===== config.mk =====
export PLATFORM = sky130hd
export DESIGN_NAME = up_cmd_master
export DESIGN_NICKNAME = d
export VERILOG_FILES = /design/src/rtl/up_cmd_master.sv
export SDC_FILE = /design/constraint.sdc
export NUM_CORES = 1
export LEC_CHECK = 0
export BUFFER_PORTS_ARGS = -buffer_cell sky130_fd_sc_hd__buf_4
export CORE_UTILIZATION = 46
export DETAILED_ROUTE_END_ITERATION = 16
export HOLD_SLACK_MARGIN = 0.12
export PLACE_DENSITY = 0.78
export SLEW_MARGIN = 40
export SYNTH_ARGS = -nofsm -noshare
export SYNTH_HDL_FRONTEND = slang
export SYNTH_SLANG_ARGS = --single-unit

===== constraint.sdc =====
create_clock -name clk -period 4.5 [get_ports clk]
set_input_delay 1.35 -clock clk [delete_from_list [all_inputs] [get_ports clk]]
set_output_delay 1.35 -clock clk [all_outputs]
set_load 0.005 [all_outputs]

===== src/rtl/up_cmd_master.sv =====
// Command-to-UP bridge: turns one command handshake into a single UP read or write
// request, waits for the matching ack (bounded by a timeout) and returns one response.
module up_cmd_master #(
    parameter int unsigned ADDRESS_WIDTH  = 32,
    parameter int unsigned BUS_WIDTH      = 4,
    parameter int unsigned TIMEOUT_CYCLES = 255
) (
    input  logic                     clk,
    input  logic                     rstn,

    input  logic                     s_cmd_valid,
    output logic                     s_cmd_ready,
    input  logic                     s_cmd_we,
    input  logic [ADDRESS_WIDTH-1:0] s_cmd_addr,
    input  logic [BUS_WIDTH*8-1:0]   s_cmd_wdata,

    output logic                     m_rsp_valid,
    input  logic                     m_rsp_ready,
    output logic                     m_rsp_we,
    output logic                     m_rsp_err,
    output logic [BUS_WIDTH*8-1:0]   m_rsp_rdata,

    output logic                     up_rreq,
    output logic [ADDRESS_WIDTH-1:0] up_raddr,
    input  logic                     up_rack,
    input  logic [BUS_WIDTH*8-1:0]   up_rdata,

    output logic                     up_wreq,
    output logic [ADDRESS_WIDTH-1:0] up_waddr,
    output logic [BUS_WIDTH*8-1:0]   up_wdata,
    input  logic                     up_wack,

    output logic                     busy
);

    localparam int unsigned DATA_W = BUS_WIDTH * 8;
    localparam int unsigned CNT_W  = $clog2(TIMEOUT_CYCLES + 1);
    localparam logic [CNT_W-1:0] CNT_LAST = CNT_W'(TIMEOUT_CYCLES - 1);
    localparam logic [CNT_W-1:0] CNT_MAX  = '1;

    typedef enum logic [1:0] {
        IDLE = 2'd0,
        REQ  = 2'd1,
        WAIT = 2'd2,
        RSP  = 2'd3
    } state_t;

    state_t                   state_q, state_d;
    logic [CNT_W-1:0]         cnt_q, cnt_d;

    logic                     cmd_we_q, cmd_we_d;
    logic [ADDRESS_WIDTH-1:0] cmd_addr_q, cmd_addr_d;
    logic [DATA_W-1:0]        cmd_wdata_q, cmd_wdata_d;

    logic                     rsp_we_q, rsp_we_d;
    logic                     rsp_err_q, rsp_err_d;
    logic [DATA_W-1:0]        rsp_rdata_q, rsp_rdata_d;

    logic                     cmd_ready_q, cmd_ready_d;
    logic                     rsp_valid_q, rsp_valid_d;
    logic                     busy_q, busy_d;
    logic                     up_rreq_q, up_rreq_d;
    logic                     up_wreq_q, up_wreq_d;
    logic [ADDRESS_WIDTH-1:0] up_raddr_q, up_raddr_d;
    logic [ADDRESS_WIDTH-1:0] up_waddr_q, up_waddr_d;
    logic [DATA_W-1:0]        up_wdata_q, up_wdata_d;

    logic                     ack_hit;

    // Next-state, captured command/response and registered output values
    always_comb begin
        state_d     = state_q;
        cnt_d       = cnt_q;
        cmd_we_d    = cmd_we_q;
        cmd_addr_d  = cmd_addr_q;
        cmd_wdata_d = cmd_wdata_q;
        rsp_we_d    = rsp_we_q;
        rsp_err_d   = rsp_err_q;
        rsp_rdata_d = rsp_rdata_q;
        ack_hit     = cmd_we_q ? up_wack : up_rack;

        case (state_q)
            IDLE: begin
                if (s_cmd_valid && cmd_ready_q) begin
                    cmd_we_d    = s_cmd_we;
                    cmd_addr_d  = s_cmd_addr;
                    cmd_wdata_d = s_cmd_wdata;
                    state_d     = REQ;
                end
            end
            REQ: begin
                cnt_d   = '0;
                state_d = WAIT;
            end
            WAIT: begin
                // A matching ack takes priority over the timeout in the final cycle
                if (ack_hit) begin
                    rsp_we_d    = cmd_we_q;
                    rsp_err_d   = 1'b0;
                    rsp_rdata_d = cmd_we_q ? '0 : up_rdata;
                    state_d     = RSP;
                end else if (cnt_q == CNT_LAST) begin
                    rsp_we_d    = cmd_we_q;
                    rsp_err_d   = 1'b1;
                    rsp_rdata_d = '0;
                    state_d     = RSP;
                end else if (cnt_q != CNT_MAX) begin
                    cnt_d = cnt_q + CNT_W'(1);
                end
            end
            RSP: begin
                if (m_rsp_ready) begin
                    state_d = IDLE;
                end
            end
            default: state_d = IDLE;
        endcase

        cmd_ready_d = (state_d == IDLE);
        busy_d      = (state_d != IDLE);
        rsp_valid_d = (state_d == RSP);
        up_wreq_d   = (state_d == REQ) &&  cmd_we_d;
        up_rreq_d   = (state_d == REQ) && !cmd_we_d;
        up_waddr_d  = up_wreq_d ? cmd_addr_d  : '0;
        up_wdata_d  = up_wreq_d ? cmd_wdata_d : '0;
        up_raddr_d  = up_rreq_d ? cmd_addr_d  : '0;
    end

    // State and output registers, synchronous active-low reset
    always_ff @(posedge clk) begin
        if (!rstn) begin
            state_q     <= IDLE;
            cnt_q       <= '0;
            cmd_we_q    <= 1'b0;
            cmd_addr_q  <= '0;
            cmd_wdata_q <= '0;
            rsp_we_q    <= 1'b0;
            rsp_err_q   <= 1'b0;
            rsp_rdata_q <= '0;
            cmd_ready_q <= 1'b0;
            rsp_valid_q <= 1'b0;
            busy_q      <= 1'b0;
            up_rreq_q   <= 1'b0;
            up_wreq_q   <= 1'b0;
            up_raddr_q  <= '0;
            up_waddr_q  <= '0;
            up_wdata_q  <= '0;
        end else begin
            state_q     <= state_d;
            cnt_q       <= cnt_d;
            cmd_we_q    <= cmd_we_d;
            cmd_addr_q  <= cmd_addr_d;
            cmd_wdata_q <= cmd_wdata_d;
            rsp_we_q    <= rsp_we_d;
            rsp_err_q   <= rsp_err_d;
            rsp_rdata_q <= rsp_rdata_d;
            cmd_ready_q <= cmd_ready_d;
            rsp_valid_q <= rsp_valid_d;
            busy_q      <= busy_d;
            up_rreq_q   <= up_rreq_d;
            up_wreq_q   <= up_wreq_d;
            up_raddr_q  <= up_raddr_d;
            up_waddr_q  <= up_waddr_d;
            up_wdata_q  <= up_wdata_d;
        end
    end

    assign s_cmd_ready = cmd_ready_q;
    assign m_rsp_valid = rsp_valid_q;
    assign m_rsp_we    = rsp_we_q;
    assign m_rsp_err   = rsp_err_q;
    assign m_rsp_rdata = rsp_rdata_q;
    assign up_rreq     = up_rreq_q;
    assign up_raddr    = up_raddr_q;
    assign up_wreq     = up_wreq_q;
    assign up_waddr    = up_waddr_q;
    assign up_wdata    = up_wdata_q;
    assign busy        = busy_q;

endmodule


==> results.yml, run 1 <==
status:
  status: "completed"
power:
  p_per_area_mw_per_mm2: 426
  power.leakage_nw: 3.25
  ir_drop_mv: 0.310
logic_synthesis:
  synth.avg_cell_area_sq_um: 11.6
  synth_ff_type: "dfxtp_1"
  syn_inst: 379
  synth-seq-area-share_pct: 66.4
  synth_edf_count: 0
  async_flop_share_pct: 0
  yosysUniqueCellTypes: 34
  mappedNetlistArea_sq_mm: 0.00440
  synth_seq_cells: 146
  synthTopCellsByArea: "dfxtp_1, and2_1, a22o_1, buf_2, or4_1"
  netlist.area_leader.share_pct: 66.4
  synth_largest_area_cell: "dfxtp_1"
  syn_nets: 484
  ys.warnings.count: 0
detailed_routing:
  via_per_inst: 4.76
  drt-initial-drc-count: 90
  avgRoutedWirePerCell_microns: 15.4
  drt_pass1_iterations: 4
  drc: 0
  postRouteAntennaNets: 0
  vias: 3581
  wl_mm: 11.6
floorplan:
  die_area_sq_mm: 0.00997
  ioPinCount: 238
  die_w_microns: 99.8
  die_h_microns: 99.8
  rows: 35
  initial_utilization_pct: 47.7
  design.core.area_sq_mm: 0.00924
clock_network:
  cts_root_buffer: "clkbuf_8"
  cts_tree: "built"
  clock_path_buffers: 2
  clkSinkCount: 146
  numCtsBuffers: 17
  ctsResizeCount: 0
  cts_hold_buf: 0
  h-tree-depth: 4
  postCtsSetupBuffers: 0
  clk-insertion-delay-late_ns: 0.50
  clkSlewWorstSetupHoldPaths_ns: 0.07
critical_path:
  critical_path.slowest_cell: "dfxtp_1"
  path_class: "reg2out"
  path_buf_inv: 1
  worstPathCellList: "buf_4"
  crit_path_start_kind: "register"
  reg2regPathDepth: 5
  cp_data_arrival_time_ns: 1.03
  worstPathRequired_ns: 3.15
  cpPeakStageDelay_ns: 0.39
  cp_max_fo: 2
  path_delay_family: "flip-flops"
  end_kind: "primary output"
  crit_cells: 1
final_layout:
  drive_gt1_share_pct: 44.9
  register_area_sq_mm: 0.00292
  fin_nets: 715
  fill_cells: 667
  multi_input_area_sq_mm: 0.00136
  final_common_cell: "buf_4"
  stdcell_count: 752
  layout_common_cells: "buf_4, dfxtp_1, and2_1"
  antenna_cells: 0
  synthToLayoutAreaGrowth_pct: 56.0
timing:
  fin_tns_setup_ns: 0
  fmax_mhz: 421
  fin_crit_ns: 2.38
  finalMaxSlewViolations: 0
  slew_headroom_pct: 62.4
  setup_violations: 0
  fin_skew_ns: 0.00792
  hold_slack_ns: 0.462
  rsz0062_at_grt: "no"
  finalHoldViolCount: 0
  period_share_pct: 52.8
  worst_pin_slew_ns: 0.560
min_path:
  holdPathStages: 2
  hold_path_class: "reg2reg"
global_route:
  antenna_found_initial: 0
  grt_pass1_vias: 3506
  grt_pass1_wl_mm: 17.4
  grt_max_degree: 66
  grt_overflow: 0
  grt_usage_pct: 23.1
place:
  numPortBuffers: 237
  dp_cells: 720
  place_hpwl_mm: 8.45
  gp_congestion: 0.793
flow_run:
  maxCapViolations: 0
[synth_stat cells (all sizes together), types with 2 or more instances]
| cell | number |
|---|---|
| a21oi | 8 |
| and3 | 3 |
| or4 | 6 |
| dfxtp | 146 |
| nor2 | 5 |
| o31ai | 4 |
| nor4 | 4 |
| a22o | 32 |
| and2b | 2 |
| nor3 | 2 |
| clkbuf | 10 |
| inv | 5 |
| a21boi | 4 |
| buf | 19 |
| mux2i | 3 |
| ha | 2 |
| o21ai | 6 |
| and2 | 96 |
| nand3 | 5 |
| nand2 | 8 |
[final cells by class]
| class | instances | share of cell area, % |
|---|---|---|
| Multi-Input combinational cell | 199 | 19.8 |
| Clock buffer | 17 | 6.03 |
| Inverter | 5 | 0.273 |
| Timing Repair Buffer | 241 | 26.3 |
| Sequential cell | 146 | 42.5 |
| Clock inverter | 15 | 2.68 |
| Tap cell | 129 | 2.35 |
[tightest hold or removal path, cell delays in order, from the launching register on]
cell	delay [ns]
dfxtp_1	0.31
nand2_1	0.05
mux2i_1	0.05
[power by group]
group	internal, mW	switching, mW	total (mW)
Sequential	1.32	0.0145	1.34
Combinational	0.111	0.0689	0.180
Clock	0.818	0.589	1.41
[flip-flops by register name, indices dropped and copies added, names as in the netlist]
name	count
busy	1
cnt_q	8
m_rsp_valid	1
m_rsp_err	1
up_rreq	1
state_q	2
up_raddr	32
cmd_we_q	1
m_rsp_rdata	32
up_waddr	32
up_wdata	32
up_wreq	1
m_rsp_we	1
s_cmd_ready	1
[metal layers]
layer  global-route usage, %  vias up  part of all wire (%)
li1                        -     1728                     -
met3                    9.40       12                   7.9
met5                       0        -                     0
met2                    41.1      146                    53
met1                    24.7     1695                    38
met4                    7.69        0                   1.3
[metrics by stage]
step / util [%] / instance area, sq um / setup slack, ns / power [mW]
4_1_cts: 74.3 / 6860 / 2.10 / 2.95
3_5_place_dp: 67.8 / 6260 / 1.86 / 1.55
5_1_grt: 74.4 / 6870 / 2.08 / 3.03
3_3_place_gp: 67.7 / 6260 / 1.92 / 1.54
2_1_floorplan: - / 4400 / 2.05 / 1.42
6_report: 74.4 / 6870 / 2.12 / 2.92
[kinds of logic (layout without fill, tap and decap cells)]
logic type | count (synthesis) | in the layout | share of synthesized area, %
AO/OA/AOI/OAI | 59 | 59 | 10.4
adder cells (fa/ha/maj) | 2 | 2 | 0.568
buffers and inverters | 34 | 278 | 3.41
flip-flops | 146 | 146 | 66.4
multiplexers | 3 | 3 | 0.767
AND/OR/NAND/NOR | 135 | 135 | 18.5
[worst paths after layout]
kind,startpoint,end,slack [ns]
max,m_rsp_rdata[1]$_SDFFE_PN0P_,m_rsp_rdata[1],2.12
min,cnt_q[6]$_SDFFE_PN0P_,cnt_q[6]$_SDFFE_PN0P_,0.46
max reg2reg,cnt_q[2]$_SDFFE_PN0P_,m_rsp_rdata[1]$_SDFFE_PN0P_,2.61
min reg2reg,cnt_q[6]$_SDFFE_PN0P_,cnt_q[6]$_SDFFE_PN0P_,0.46
Power figures use the tool's default switching activity.
==> run 2: changes to the inputs <==
--- a/config.mk
+++ b/config.mk
@@ -6,10 +6,10 @@
 export NUM_CORES = 1
 export LEC_CHECK = 0
 export BUFFER_PORTS_ARGS = -buffer_cell sky130_fd_sc_hd__buf_4
-export CORE_UTILIZATION = 46
+export CORE_UTILIZATION = 42
 export DETAILED_ROUTE_END_ITERATION = 16
 export HOLD_SLACK_MARGIN = 0.12
-export PLACE_DENSITY = 0.78
+export PLACE_DENSITY = 0.72
 export SLEW_MARGIN = 40
 export SYNTH_ARGS = -nofsm -noshare
 export SYNTH_HDL_FRONTEND = slang
==> constraint.sdc (replaced) <==
create_clock -name clk -period 2.2 [get_ports clk]
set_input_delay 0.66 -clock clk [delete_from_list [all_inputs] [get_ports clk]]
set_output_delay 0.66 -clock clk [all_outputs]
set_load 0.005 [all_outputs]
==> results.yml, run 2 (same netlist as run 1, synthesis figures left out) <==
status:
  status: "completed"
place:
  gp_congestion: 0.845
  place_hpwl_mm: 8.49
  numPortBuffers: 237
power:
  ir_drop_mv: 0.625
  power.leakage_nw: 3.24
  p_per_area_mw_per_mm2: 843
clock_network:
  cts_tree: "built"
  h-tree-depth: 4
  clkSinkCount: 146
  clk-insertion-delay-late_ns: 0.51
  numCtsBuffers: 17
  cts_root_buffer: "clkbuf_8"
  ctsResizeCount: 0
  cts_hold_buf: 0
  clkSlewWorstSetupHoldPaths_ns: 0.06
  postCtsSetupBuffers: 0
  clock_path_buffers: 2
floorplan:
  die_h_microns: 104
  rows: 37
  ioPinCount: 238
  die_w_microns: 104
  design.core.area_sq_mm: 0.0102
  die_area_sq_mm: 0.0109
  initial_utilization_pct: 43.0
timing:
  finalHoldViolCount: 0
  fin_skew_ns: 0.00924
  finalMaxSlewViolations: 0
  slew_headroom_pct: 63.1
  period_share_pct: 86.2
  setup_violations: 0
  worst_pin_slew_ns: 0.550
  rsz0062_at_grt: "no"
  fin_crit_ns: 1.90
  hold_slack_ns: 0.350
  fmax_mhz: 527
  fin_tns_setup_ns: 0
critical_path:
  worstPathRequired_ns: 2.59
  cp_max_fo: 32
  crit_path_start_kind: "register"
  cp_data_arrival_time_ns: 2.29
  end_kind: "register"
  path_class: "reg2reg"
final_layout:
  antenna_cells: 0
  layout_common_cells: "buf_4, dfxtp_1, and2_1"
  fin_nets: 717
  final_common_cell: "buf_4"
  synthToLayoutAreaGrowth_pct: 56.4
  drive_gt1_share_pct: 45.1
detailed_routing:
  drc: 0
  postRouteAntennaNets: 0
  avgRoutedWirePerCell_microns: 15.0
  drt-initial-drc-count: 216
  via_per_inst: 4.64
  wl_mm: 11.4
  drt_pass1_iterations: 6
  vias: 3529
flow_run:
  maxCapViolations: 0
global_route:
  antenna_found_initial: 0
  grt_pass1_vias: 3458
  grt_max_degree: 66
  grt_usage_pct: 21.1
  grt_overflow: 0
  grt_pass1_wl_mm: 17.5
min_path:
  hold_path_class: "in2reg"
run 2: final timing paths:
kind / start / endpoint / slack [ns] / cells past startpoint
worst max-delay path: cnt_q[2]$_SDFFE_PN0P_ / m_rsp_rdata[7]$_SDFFE_PN0P_ / 0.30 / 6
worst min-delay path: s_cmd_wdata[17] / up_wdata[17]$_SDFF_PN0_ / 0.35 / 2
worst max register to register: cnt_q[2]$_SDFFE_PN0P_ / m_rsp_rdata[7]$_SDFFE_PN0P_ / 0.30 / 6
worst min register to register: cnt_q[6]$_SDFFE_PN0P_ / cnt_q[6]$_SDFFE_PN0P_ / 0.46 / 2
run 2: critical path, stage by stage (launching register included):
cell and delay (ns):
dfxtp_1 0.41, nand4_1 0.19, buf_4 0.20, o31ai_1 0.42, a21oi_2 0.13, buf_12 0.19
a22o_1 0.24
run 2: per-layer routing:
layer	global-route usage, %	part of all wire [%]
met1	23.4	39
met5	0	0
met4	8.57	1.4
met2	36.0	50
met3	8.46	9.0
run 2: area by class of cell:
| type | instances | area, sq um |
|---|---|---|
| flip-flops and latches | 146 | 2920 |
| clock buffers | 22 | 473 |
| well taps | 136 | 170 |
| fillers | 778 | 3350 |
| clock inverters | 10 | 98.8 |
| inverters | 5 | 18.8 |
| multi-input cells | 199 | 1370 |
| repair buffers | 243 | 1840 |
run 2: where the power goes:
group / internal, mW / switching (mW)
clock network: 1.63 / 1.06
registers: 2.71 / 0.0265
logic: 0.234 / 0.152
total: 4.57 / 1.24
run 2: through the flow:
step / cell area (sq um) / utilization [%] / cells / power [mW] / setup WS [ns]
2_1_floorplan: 4400 / - / 379 / 2.91 / 0.441
3_3_place_gp: 6290 / 61.5 / 729 / 3.17 / 0.0803
3_5_place_dp: 6300 / 61.6 / 729 / 3.18 / 0.244
4_1_cts: 6880 / 67.2 / 761 / 5.87 / 0.353
5_1_grt: 6890 / 67.3 / 761 / 6.03 / 0.157
6_report: 6890 / 67.3 / 761 / 5.81 / 0.304
